### src/rtl/alu.sv
// Registered 4-bit ALU: one-cycle latency, 8-bit result with zero flag.
// Asynchronous active-high reset clears all outputs immediately.
module alu (
    input  logic       clk,
    input  logic       rst,
    input  logic [3:0] a,
    input  logic [3:0] b,
    input  logic [2:0] sel,
    input  logic       in_valid,
    output logic [7:0] result,
    output logic       out_valid,
    output logic       zero
);

    typedef enum logic [2:0] {
        OpAdd = 3'b000,
        OpSub = 3'b001,
        OpShl = 3'b010,
        OpAnd = 3'b011,
        OpOr  = 3'b100,
        OpNot = 3'b101,
        OpXor = 3'b110,
        OpShr = 3'b111
    } op_e;

    logic [7:0] a_ext;
    logic [7:0] b_ext;
    logic [7:0] result_d;
    logic [7:0] result_q;
    logic       out_valid_q;
    logic       zero_q;

    assign a_ext = {4'b0000, a};
    assign b_ext = {4'b0000, b};

    // Shifts use the full 4-bit b; amounts at or beyond the width yield 0.
    always_comb begin
        result_d = 8'h00;
        unique case (op_e'(sel))
            OpAdd:   result_d = a_ext + b_ext;
            OpSub:   result_d = a_ext - b_ext;
            OpShl:   result_d = a_ext << b;
            OpAnd:   result_d = a_ext & b_ext;
            OpOr:    result_d = a_ext | b_ext;
            OpNot:   result_d = {4'b0000, ~a};
            OpXor:   result_d = a_ext ^ b_ext;
            OpShr:   result_d = a_ext >> b;
            default: result_d = 8'h00;
        endcase
    end

    always_ff @(posedge clk or posedge rst) begin
        if (rst) begin
            result_q    <= 8'h00;
            out_valid_q <= 1'b0;
            zero_q      <= 1'b0;
        end else begin
            out_valid_q <= in_valid;
            if (in_valid) begin
                result_q <= result_d;
                zero_q   <= (result_d == 8'h00);
            end
        end
    end

    assign result    = result_q;
    assign out_valid = out_valid_q;
    assign zero      = zero_q;

endmodule

### config.mk
export PLATFORM = sky130hd
export DESIGN_NAME = alu
export DESIGN_NICKNAME = d
export VERILOG_FILES = /design/src/rtl/alu.sv
export SDC_FILE = /design/constraint.sdc
export NUM_CORES = 1
export LEC_CHECK = 0
export BUFFER_PORTS_ARGS = -buffer_cell sky130_fd_sc_hd__buf_2
export CORE_MARGIN = 5
export CORE_UTILIZATION = 61
export CTS_BUF_LIST = sky130_fd_sc_hd__clkbuf_4 sky130_fd_sc_hd__clkbuf_8
export DETAILED_ROUTE_END_ITERATION = 16
export MAX_ROUTING_LAYER = met4
export PLACE_DENSITY_LB_ADDON = 0.2
export SYNTH_ARGS = -nofsm -noshare
export SYNTH_HDL_FRONTEND = slang
export SYNTH_SLANG_ARGS = --single-unit
### constraint.sdc
create_clock -name clk -period 1.3 [get_ports clk]
set_clock_uncertainty 0.05 [all_clocks]
set_input_delay 0.13 -clock clk [delete_from_list [all_inputs] [get_ports clk]]
set_output_delay 0.13 -clock clk [all_outputs]
set_load 0.02 [all_outputs]
==> metrics.cfg, run 1 <==
[floorplanning]
die_x_um = 56.4
rows = 16
dieHeight_um = 56.4
start_util = 0.655
ios = 24

[status]
error = [ERROR DPL-0038] Utilization greater than 100%, impossible to legalize
status = aborted with a tool error
haltStage = global routing (5_1_grt)

[yosys]
async_flop_share = 1.00
ys_ff_latch = 10
synth_nets = 180
seq_area_frac_synth = 0.191
ys_types = 51
synth_area_um2 = 1310
synth_edf_count = 0
synth_warnings = 0
synth_cells = 151
syn_area_per_cell_um2 = 8.68
ys.flop_type = dfrtp_1

[cts]
cts_buffers = 3
root_buffer = clkbuf_4
cts_sinks = 10
clockBufferDepth = 2
h-tree-depth = 1

[sta]
worstEndpointType = register input
postGrtWorstEndpoint = zero$_DFFE_PP0P_/D

[place]
hpwl_um = 3130
pre_cts_slack_ps = -780
gp_congestion = 0.981
io_buffers = 23

[global_routing]
grt_max_degree = 14

## synthesized netlist by cell type (3+ instances only)
cell | number | area, µm²
ha_1 | 13 | 163
mux2_2 | 4 | 45.0
mux2i_1 | 6 | 60.1
buf_6 | 3 | 33.8
dfrtp_1 | 10 | 250
inv_1 | 13 | 48.8
a21oi_1 | 7 | 35.0
nand2_1 | 6 | 22.5
o22ai_1 | 3 | 18.8
nand3_1 | 4 | 20.0
xnor2_1 | 3 | 26.3
nand2b_1 | 4 | 25.0
nand3b_1 | 5 | 37.5
nor2_1 | 9 | 33.8
buf_2 | 6 | 30.0
a31oi_1 | 5 | 31.3
nor2b_1 | 4 | 25.0
o21ai_0 | 4 | 20.0
o211ai_1 | 5 | 37.5
## logic make-up after synthesis
| group | count (synthesis) | share of synthesized area |
|---|---|---|
| adders and majority gates | 15 | 0.155 |
| xor gates and xnor gates | 4 | 0.0267 |
| and+or+nand+nor | 45 | 0.201 |
| muxes | 12 | 0.106 |
| AOI/OAI and AO/OA | 42 | 0.232 |
| DFF | 10 | 0.191 |
| buffers and inverters | 23 | 0.0887 |
## metrics by stage
step	setup TNS (ps)	cell area (µm²)	util	cells
floorplan	-1880	1400	-	151
global placement	-5020	1720	0.859	226
detailed placement	-5660	1720	0.859	226
CTS	-1800	1950	0.972	237
## timing repair
action,in CTS
endpoints found under the setup margin,9
resized for setup,34
endpoints found under the hold margin,10
buffers inserted,7
pin swaps,15
hold buffers,1
==> inputs of run 2 (changes only) <==
==> config.mk (replaced) <==
export PLATFORM = sky130hd
export DESIGN_NAME = alu
export DESIGN_NICKNAME = d
export VERILOG_FILES = /design/src/rtl/alu.sv
export SDC_FILE = /design/constraint.sdc
export NUM_CORES = 1
export LEC_CHECK = 0
export BUFFER_PORTS_ARGS = -buffer_cell sky130_fd_sc_hd__buf_2
export CORE_AREA = 5 5 66 68
export DETAILED_ROUTE_END_ITERATION = 16
export DIE_AREA = 0 0 71 73
export PLACE_DENSITY_LB_ADDON = 0.15
export SYNTH_ARGS = -nofsm -noshare
export SYNTH_HDL_FRONTEND = slang
export SYNTH_SLANG_ARGS = --single-unit
==> metrics.cfg, run 2 <==
[setup_path]
worstSetupStartpointType = input port
critPathRequiredTime_ps = 1370
endpoint_kind = flop
r2r_start = result[1]
worst_r2r_path_depth = 1
worstReg2RegEnd = result[1]
timing.reg2reg.setup_slack_ps = 480
critPathArrivalTime_ps = 1770
crit_type = in -> reg
worst-path-max-fanout = 4

[route]
dr.pass1.iters = 4
wire_per_inst_um = 15.2
vias = 1355
wl_um = 4050
route.detailed.drc = 0
vias_per_cell = 5.07
drt_first_iter_violations = 34
ant_nets = 0

[layout]
drive_gt1_frac = 0.558
nNetsFinal = 247
syn_to_final_growth_pct = 65.0
layout_common_cells = buf_4, buf_2, dfrtp_1
antenna_cells = 0
final_common_cell = buf_4
finalNonFillerCells = 267
largest_register_ffs = 8

[min_path]
min_from = in_valid
whs_path_depth = 2
hold_class = in -> reg
hold_path_end = out_valid

[yosys]
synthTopCellsByArea = dfrtp_1, ha_1, mux2i_1, inv_1, mux2_2
ys_ff_latch = 10
ys_types = 51
synth_top_area_cell = dfrtp_1
synth_warnings = 0
syn_area_per_cell_um2 = 8.68
yosys-top-cells-count = ha_1, inv_1, dfrtp_1, nor2_1, a21oi_1
synth_nets = 180
synth_top_family_by_area = compound AO/OA/AOI/OAI gates
synth_area_um2 = 1310
async_flop_share = 1.00
seq_area_frac_synth = 0.191
synthSimpleGateAreaFrac = 0.201
synth_compound_area_frac = 0.232
ys.flop_type = dfrtp_1
synth_edf_count = 0
synthXorXnorAreaFrac = 0.0267
synth_cells = 151
synth_fa_ha_area_frac = 0.155
synth.area.mux_share = 0.106
synth_top_area_share = 0.191

[floorplanning]
die_area_um2 = 5180
dieHeight_um = 73
ios = 24
start_util = 0.345
die_x_um = 71
core_um2 = 3800
rows = 23

[global_routing]
grt_max_degree = 14
grt_pass1_wl_um = 6670
grt_usage = 0.160
antenna_found_initial = 0
grt-ovfl-total = 0
grt_pass1_vias = 1424

[pwr]
ir_worst_vdd_mv = 0.382
p_per_area_nw_per_um2 = 695
p_leak_nw = 0.951
p_total_w = 0.00150

[cts]
cts_sinks = 10
clockBufferDepth = 2
cts_tree = built
root_buffer = clkbuf_8
clk_latency_ps = 230
h-tree-depth = 1
cts_buffers = 3
clk_pin_slew_worst_paths_ps = 50

[sta]
tns_ps = -2070
rsz0062_at_grt = true
setup_ws_ps = -405
whs_ps = 201
period_share = 1.31
setup_viol = 9
min_period_ps = 1710
clock.fmax_mhz = 587
finalMaxSlewViolations = 0
worstMarginPinSlew_ps = 380
finalHoldViolations = 0
slew_headroom = 0.747

[place]
gp_congestion = 0.829
io_buffers = 23
hpwl_um = 3090
post-place-cells = 253
pre_cts_slack_ps = -759

[status]
status = complete, but fails checks
violations = negative setup slack

[job]
drv_cap = 0

## run 2: cell counts after synthesis
No cell type changed its count.
## run 2: cell families after synthesis
| kind of cell | after synthesis |
|---|---|
| compound gates | 42 |
| xor+xnor | 4 |
| fa+ha+maj | 15 |
| buf+inv | 23 |
| flops | 10 |
| mux | 12 |
| simple gates | 45 |
## run 2: stage by stage
step / instance area (µm²) / util
2_1_floorplan: 1400 / -
3_3_place_gp: 1780 / 0.468
3_5_place_dp: 1780 / 0.468
4_1_cts: 2060 / 0.542
5_1_grt: 2160 / 0.569
6_report: 2160 / 0.569
## run 2: metal layers
metal | wire length, µm | track usage | vias up | part of all wire
met5 | 0 | 0 | - | 0
met4 | 98 | 0.0459 | 0 | 0.024
met1 | 1760 | 0.197 | 642 | 0.43
met2 | 2100 | 0.291 | 25 | 0.52
met3 | 101 | 0.0179 | 8 | 0.025
li1 | - | - | 680 | -
## run 2: worst max-delay path by stage
stage | endpoint | cells after the start | startpoint | slack [ps]
after detailed placement | zero | 10 | a[0] | -760
after global routing | result[1] | 11 | a[0] | -490
after floorplan | zero | 9 | b[1] | -390
after CTS | result[1] | 11 | a[0] | -400
final | result[1] | 11 | a[0] | -410
after global placement | result[1] | 11 | a[0] | -700
## run 2: worst max-delay path, cell delays in order
cell,delay (ps)
buf_12,100
inv_12,30
ha_4,150
inv_2,50
fa_2,420
nor2b_1,120
o21ai_1,60
o21ai_1,110
o21ai_1,70
a22o_1,240
mux2_4,270
## run 2: layout make-up
| cell class | count | area [µm²] |
|---|---|---|
| flip-flops and latches | 10 | 250 |
| clock buffers | 4 | 55.1 |
| well taps | 50 | 62.6 |
| multi-input cells | 118 | 1150 |
| inverters | 13 | 81.3 |
| fillers | 359 | 1640 |
| repair buffers | 72 | 564 |
## run 2: where the power goes
| part | total (W) | internal (W) | leakage (nW) | switching, W |
|---|---|---|---|---|
| sequential | 0.000365 | 0.000347 | 0.123 | 0.0000173 |
| combinational | 0.000752 | 0.000380 | 0.800 | 0.000373 |
| clock | 0.000386 | 0.000266 | 0.0288 | 0.000120 |
| total | 0.00150 | 0.000993 | 0.951 | 0.000510 |
## run 2: what timing repair did
item | in CTS | in global routing
setup buffers | 9 | 2
gates resized for setup | 43 | 19
endpoints found under the setup margin | 9 | 9
endpoints found under the hold margin | 10 | 0
hold buffers | 1 | 0
pin swaps | 19 | 12
(Power assumes the default switching activity.)
